--- config.mk ---
export PLATFORM = sky130hd
export DESIGN_NAME = alu_pipe
export DESIGN_NICKNAME = d
export VERILOG_FILES = /design/src/rtl/alu_pipe.sv
export SDC_FILE = /design/constraint.sdc
export NUM_CORES = 1
export LEC_CHECK = 0
export CORE_MARGIN = 2
export CORE_UTILIZATION = 45
export DETAILED_ROUTE_END_ITERATION = 7
export PLACE_DENSITY_LB_ADDON = 0.25
export SETUP_SLACK_MARGIN = 0.2
export SYNTH_ARGS = -nofsm -noshare
export SYNTH_HDL_FRONTEND = slang
export SYNTH_SLANG_ARGS = --single-unit
--- constraint.sdc ---
create_clock -name CLK -period 5.5 [get_ports CLK]
set_input_delay 1.1 -clock CLK [delete_from_list [all_inputs] [get_ports CLK]]
set_output_delay 1.1 -clock CLK [all_outputs]
set_load 0.05 [all_outputs]
--- src/rtl/alu_pipe.sv ---
// alu_pipe: two-stage valid/ready pipelined integer ALU (shift/add/logic/compare).
// Ports: CLK, nRST (async low), req_* request channel in, resp_* result channel out.
// Optional resp_err output: define ALU_PIPE_ILLEGAL_OP_ERR_EN to enable it.
module alu_pipe #(
    parameter int DATA_W = 32,
    parameter int TAG_W  = 4
) (
    input  logic              CLK,
    input  logic              nRST,
    input  logic              req_valid,
    output logic              req_ready,
    input  logic [3:0]        req_op,
    input  logic [DATA_W-1:0] req_A,
    input  logic [DATA_W-1:0] req_B,
    input  logic [TAG_W-1:0]  req_tag,
    output logic              resp_valid,
    input  logic              resp_ready,
    output logic [DATA_W-1:0] resp_out,
    output logic [TAG_W-1:0]  resp_tag
`ifdef ALU_PIPE_ILLEGAL_OP_ERR_EN
    ,
    output logic              resp_err
`endif
);

    localparam int SH_W = $clog2(DATA_W);

    localparam logic [3:0] OP_SLL  = 4'd0;
    localparam logic [3:0] OP_SRL  = 4'd1;
    localparam logic [3:0] OP_SRA  = 4'd2;
    localparam logic [3:0] OP_ADD  = 4'd3;
    localparam logic [3:0] OP_SUB  = 4'd4;
    localparam logic [3:0] OP_AND  = 4'd5;
    localparam logic [3:0] OP_OR   = 4'd6;
    localparam logic [3:0] OP_XOR  = 4'd7;
    localparam logic [3:0] OP_SLT  = 4'd10;
    localparam logic [3:0] OP_SLTU = 4'd11;

    logic              s0_valid_q, s0_valid_d;
    logic [3:0]        s0_op_q, s0_op_d;
    logic [DATA_W-1:0] s0_a_q, s0_a_d;
    logic [DATA_W-1:0] s0_b_q, s0_b_d;
    logic [TAG_W-1:0]  s0_tag_q, s0_tag_d;

    logic              s1_valid_q, s1_valid_d;
    logic [DATA_W-1:0] s1_res_q, s1_res_d;
    logic [TAG_W-1:0]  s1_tag_q, s1_tag_d;

    logic              s1_adv;
    logic [SH_W-1:0]   shamt;
    logic [DATA_W-1:0] alu_res;

    // S1 can take a new result when empty or when its result leaves now;
    // S0 can then move up, so req_ready depends on resp_ready only.
    assign s1_adv    = !s1_valid_q || resp_ready;
    assign req_ready = !s0_valid_q || s1_adv;
    assign shamt     = s0_b_q[SH_W-1:0];

    always_comb begin
        alu_res = '0;
        unique case (s0_op_q)
            OP_SLL:  alu_res = s0_a_q << shamt;
            OP_SRL:  alu_res = s0_a_q >> shamt;
            OP_SRA:  alu_res = $unsigned($signed(s0_a_q) >>> shamt);
            OP_ADD:  alu_res = s0_a_q + s0_b_q;
            OP_SUB:  alu_res = s0_a_q - s0_b_q;
            OP_AND:  alu_res = s0_a_q & s0_b_q;
            OP_OR:   alu_res = s0_a_q | s0_b_q;
            OP_XOR:  alu_res = s0_a_q ^ s0_b_q;
            OP_SLT:  alu_res[0] = $signed(s0_a_q) < $signed(s0_b_q);
            OP_SLTU: alu_res[0] = s0_a_q < s0_b_q;
            default: alu_res = '0;
        endcase
    end

    always_comb begin
        s0_valid_d = s0_valid_q;
        s0_op_d    = s0_op_q;
        s0_a_d     = s0_a_q;
        s0_b_d     = s0_b_q;
        s0_tag_d   = s0_tag_q;
        if (req_ready) begin
            s0_valid_d = req_valid;
            if (req_valid) begin
                s0_op_d  = req_op;
                s0_a_d   = req_A;
                s0_b_d   = req_B;
                s0_tag_d = req_tag;
            end
        end
    end

    always_comb begin
        s1_valid_d = s1_valid_q;
        s1_res_d   = s1_res_q;
        s1_tag_d   = s1_tag_q;
        if (s1_adv) begin
            s1_valid_d = s0_valid_q;
            if (s0_valid_q) begin
                s1_res_d = alu_res;
                s1_tag_d = s0_tag_q;
            end
        end
    end

    always_ff @(posedge CLK or negedge nRST) begin
        if (!nRST) begin
            s0_valid_q <= 1'b0;
            s0_op_q    <= '0;
            s0_a_q     <= '0;
            s0_b_q     <= '0;
            s0_tag_q   <= '0;
            s1_valid_q <= 1'b0;
            s1_res_q   <= '0;
            s1_tag_q   <= '0;
        end else begin
            s0_valid_q <= s0_valid_d;
            s0_op_q    <= s0_op_d;
            s0_a_q     <= s0_a_d;
            s0_b_q     <= s0_b_d;
            s0_tag_q   <= s0_tag_d;
            s1_valid_q <= s1_valid_d;
            s1_res_q   <= s1_res_d;
            s1_tag_q   <= s1_tag_d;
        end
    end

    assign resp_valid = s1_valid_q;
    assign resp_out   = s1_res_q;
    assign resp_tag   = s1_tag_q;

`ifdef ALU_PIPE_ILLEGAL_OP_ERR_EN
    logic alu_err;
    logic s1_err_q, s1_err_d;

    assign alu_err = !((s0_op_q <= OP_XOR) ||
                       (s0_op_q == OP_SLT) ||
                       (s0_op_q == OP_SLTU));

    always_comb begin
        s1_err_d = s1_err_q;
        if (s1_adv && s0_valid_q) begin
            s1_err_d = alu_err;
        end
    end

    always_ff @(posedge CLK or negedge nRST) begin
        if (!nRST) begin
            s1_err_q <= 1'b0;
        end else begin
            s1_err_q <= s1_err_d;
        end
    end

    assign resp_err = s1_err_q;
`endif

endmodule

* Yosys cells after proc, flatten, opt, wreduce, memory -nomap -nowiden *
Cells that the tools add are included.

cells by class
  $add $sub $neg = 2
  order comparisons = 2
  eq/ne operators = 9
  shifts and indexed selects = 3
  muxes and demuxes = 2
  bitwise gates (word level) = 3
  reductions and logical operators = 7

operator list
  kind                                                                    number
  31-bit case mux with 8 select lines                                     1
  32-bit less-than comparator                                             2
  32-bit adder                                                            1
  32-bit bitwise AND                                                      1
  32-bit OR                                                               1
  32-bit by 5-bit << shifter with 32-bit output                           1
  32-bit by 5-bit right shift with 32-bit output                          1
  32-bit by 5-bit >>> shifter with 32-bit output                          1
  32-bit subtractor                                                       1
  32-bit XOR                                                              1
  4-bit by 3-bit equality test with 1-bit output (second input constant)  4
  1-bit case mux with 10 select lines                                     1
  4-bit by 2-bit equality test with 1-bit output (second input constant)  2
  4-bit equality test (second input constant)                             2
  4-bit by 1-bit equality test with 1-bit output (second input constant)  1
  4-bit zero test                                                         1
  2-bit AND reduction                                                     2
  1-bit zero test                                                         2
  1-bit logical OR                                                        2

word-level totals
  bits in registers = 110
  input bits = 76
  output and inout port bits = 38
  word-level logic and storage cells = 36

* Longest topological paths before layout *
  word-level depth = 4
  mapped depth = 15
  depth with buffers taken out = 12

* Worst setup path after synthesis *
No wires, ideal clock.

  path type = flip-flop to flip-flop
  from = register s0_b_q[3]
  to = register s1_res_q[28] (netlist: resp_out[28])
  setup time = 0.131 ns
  arrival time = 3.193 ns
  required time = 5.369 ns
  path slack = 2.177 ns
  stages on the path, launching flop included = 16
  buffers on the path = 4
  clock period less this slack = 3.323 ns
  cells stage by stage = dfrtp_1 -> buf_2 -> inv_1 -> buf_2 -> buf_1 -> ha_1 -> buf_2 -> a21oi_2 -> a21oi_1 -> o311ai_1 -> nand3_1 -> a221oi_2 -> o31a_1 -> nor3_1 -> nor4_1 -> a21oi_1

between the ends
  cells in the longest elaborated chain, start to end = 2
  elaborated cells on any way between the ends = 6
  those cells by class = 2 x add/sub; 3 x shift; 1 x mux

RTL lines
  element                                    line  RTL
  start: declaration                         42    logic [DATA_W-1:0] s0_b_q, s0_b_d;
  start signal: assignment                   111   s0_b_q <= '0;
  start signal: assignment                   120   s0_b_q <= s0_b_d;
  32-bit subtractor (tied with other cells)  66    OP_SUB: alu_res = s0_a_q - s0_b_q;
  31-bit case mux with 8 select lines (*)    61    unique case (s0_op_q)
  end signal: assignment                     123   s1_res_q <= s1_res_d;
  end: declaration                           46    logic [DATA_W-1:0] s1_res_q, s1_res_d;

Every way passes the cells marked *; elsewhere a longest branch is shown, timed or not.
A chain may end at the register's enable or synchronous reset.

* Worst setup path after layout *
  from = register s0_b_q[1]
  to = register s1_res_q[24] (netlist: resp_out[24])

The elaborated chain is that of the path after synthesis.

==> impl_metrics.yaml <==
outcome:
  status: "finished, violations left"
  violations: "capacitance limit, slew limit"
finish:
  area_growth_pct: 13.1
  finalNetCount: 1819
  n_fill_cell: 2774
  multi_input_area_mm2: 0.00936
  seqCellArea_mm2: 0.00276
  finish.utilization: 0.515
  drive_above_1_share: 0.141
worst_setup_path:
  r2r_setup_slack_ns: 1.26
  rr_worst_depth: 10
  start_kind: "flip-flop"
  path_cells: "buf_4, mux2_2, mux2i_1, a21oi_1, nand2_1, a21oi_1, a2111oi_0, o311a_1, mux2_2, nor3_2"
  cp-end-kind: "flip-flop"
  cp_slowest_stage_delay_ns: 1.28
  r2r_start: "s0_b_q[1]$_DFFE_PN0P_"
  slowest_stage: "a2111oi_0"
  crit_family: "compound AO/OA/AOI/OAI gates"
  crit_arrival_ns: 4.51
  startpoint: "s0_b_q[1]$_DFFE_PN0P_"
  critPathKind: "flip-flop to flip-flop"
  required_ns: 5.77
  r2r-end: "resp_out[24]$_DFFE_PN0P_"
  critPathMaxFanout: 66
  cp_num_buf_inv: 1
global_routing:
  grt_pass1_wl_um: 84400
  grt_start_max_net_pins: 72
  grt_remaining_overflow: 0
  antenna_found_initial: 1
  grt_pass1_vias: 12689
  grt_usage: 0.369
timing:
  relSlewSlack: -0.0392
  whs_ns: 0.471
  worstMarginPinSlew_ns: 1.52
  maxSlewViolCount: 3
  rsz0062_at_grt: "false"
  fin_skew_ns: 0.0169
  timing.setup.tns_ns: 0
  fmax_mhz: 236
  hold_viol: 0
  setup_viol: 0
  fin_crit_sh: 0.772
  period_needed_ns: 4.24
power:
  ir_worst_vdd_uv: 300
  power_density_mw_per_mm2: 362
  p_leak_nw: 6.13
drt:
  vias: 13595
  detail_route.wl_per_cell_um: 28.0
  viasPerCell: 6.69
  drt-total-wl_um: 56800
  drc: 0
  drt_iter0_drc: 2068
  ant_nets: 0
  first_pass_iters: 6
cts:
  cts_num_sinks: 110
  postCtsSetupBuffers: 0
  cts_tree: "built"
  cts_hold_repair.buffers: 0
  clk_path_buf_depth: 2
  root_buffer: "clkbuf_16"
  clock_latency_ns: 0.39
  postCtsResizedCells: 0
  htree_levels: 3
  cts_made_buffers: 9
  clk_pin_slew_worst_paths_ns: 0.09
synthesis:
  syn_inst: 1596
  yosysTopAreaCellShare: 0.211
  ys_top_cells_by_count: "148 x nor2_1, 145 x nand2_1, 134 x a21oi_1"
  synthArstFlopShare: 1.00
  yosys_warnings: 0
  synth_edf_count: 0
  yosysMostFrequentCell: "nor2_1"
  syn_area_per_cell_um2: 8.18
  synth_ff_type: "dfrtp_1"
  synth.distinct_cells: 84
  seq_area_frac_synth: 0.211
  synth_nets: 1774
  synth_top_area_cell: "dfrtp_1"
  netlist_area_mm2: 0.0130
  synth.area.top_cells: "dfrtp_1 21%, ha_1 9.6%, mux2_2 7.4%, mux4_2 6.9%, a21oi_1 5.1%"
  ys_ff_latch: 110
floorplan:
  fp.coreArea_mm2: 0.0286
  die-width_um: 174
  fp.dieH_um: 174
  row_count: 62
  start_util: 0.456
  ioPinCount: 114
  die_area_mm2: 0.0304
min_path:
  hold_end: "resp_tag[0]$_DFFE_PN0P_"
  holdPathStages: 2
  worstHoldPathType: "flip-flop to flip-flop"
  hold_start: "s0_tag_q[0]$_DFFE_PN0P_"
place:
  place_congestion: 1.05
  hpwl_um: 43700
  io_buffer_count: 113
flow_run:
  cap_violations: 1
-- flip-flops by register name, summed over array words and instances, names as in the netlist --
name / flops
resp_tag: 4
s0_op_q: 4
resp_valid: 1
s0_b_q: 32
resp_out: 32
s0_tag_q: 4
s0_valid_q: 1
s0_a_q: 32
-- final cells by class --
cell class	instances	area share
flip-flops and latches	110	0.187
inverters	95	0.0242
well taps	384	0.0326
clock inverters	7	0.00492
multi-input cells	1263	0.634
clock buffers	9	0.0153
repair buffers	162	0.101
diodes	1	0.000170
-- where the power goes --
group	switching, mW	internal [mW]	total, mW
clock	0.385	0.327	0.712
sequential	0.238	0.959	1.20
combinational	2.21	1.22	3.43
-- tightest hold or removal path, cell delays in order (launching register included) --
cell     delay, ns
dfrtp_1       0.35
nand2_1       0.05
nand2_1       0.04
-- through the flow --
step	setup WS, ns	std cells	cell area (um2)	total power, mW
3_5_place_dp	1.55	2014	14500	4.52
6_report	1.26	2031	14800	5.34
4_1_cts	1.54	2030	14800	5.24
2_1_floorplan	2.18	1596	13000	3.40
5_1_grt	1.32	2030	14800	5.60
3_3_place_gp	1.56	2014	14500	4.51
-- kinds of logic (layout without fill, tap and decap cells) --
group | after synthesis | after routing | synth area share
flip-flops | 110 | 110 | 0.211
other | 0 | 1 | 0
AO/OA/AOI/OAI | 519 | 519 | 0.263
XOR/XNOR | 14 | 14 | 0.00940
adder cells (fa/ha/maj) | 102 | 102 | 0.0990
AND/OR/NAND/NOR | 438 | 438 | 0.151
buffers and inverters | 223 | 273 | 0.0736
multiplexers | 190 | 190 | 0.192
-- layout by cell type (no fill, tap or decap), drive strengths merged, types with 8 or more instances in the layout --
cell and instances:
a211oi 23, a21o 13, a21oi 137, a221oi 11, a22oi 32, a31oi 22
buf 50, clkbuf 9, clkdlybuf4s50 112, dfrtp 110, ha 100, inv 99
mux2 86, mux2i 64, mux4 40, nand2 145, nand2b 13, nand3 29
nand4 12, nor2 148, nor2b 8, nor3 38, nor4 11, o211ai 18
o21a 9, o21ai 113, o21bai 18, o221ai 13, o22ai 19, o31ai 14
or3 9, xnor2 13
-- per-layer routing --
layer | GRT usage | wire length, um
met5 | 0 | 0
met1 | 0.553 | 25200
met4 | 0.0935 | 1440
met2 | 0.552 | 24400
met3 | 0.0597 | 5730
-- how the worst max path moves through the flow --
stage | endpoint | slack (ns) | cells after the start
after floorplan | resp_out[28]$_DFFE_PN0P_ | 2.18 | 15
after global placement | resp_out[24]$_DFFE_PN0P_ | 1.56 | 9
after detailed placement | resp_out[24]$_DFFE_PN0P_ | 1.55 | 9
after CTS | resp_out[24]$_DFFE_PN0P_ | 1.54 | 10
after global routing | resp_out[24]$_DFFE_PN0P_ | 1.32 | 10
final | resp_out[24]$_DFFE_PN0P_ | 1.26 | 10
No activity file was read; power rests on OpenSTA's default activity.
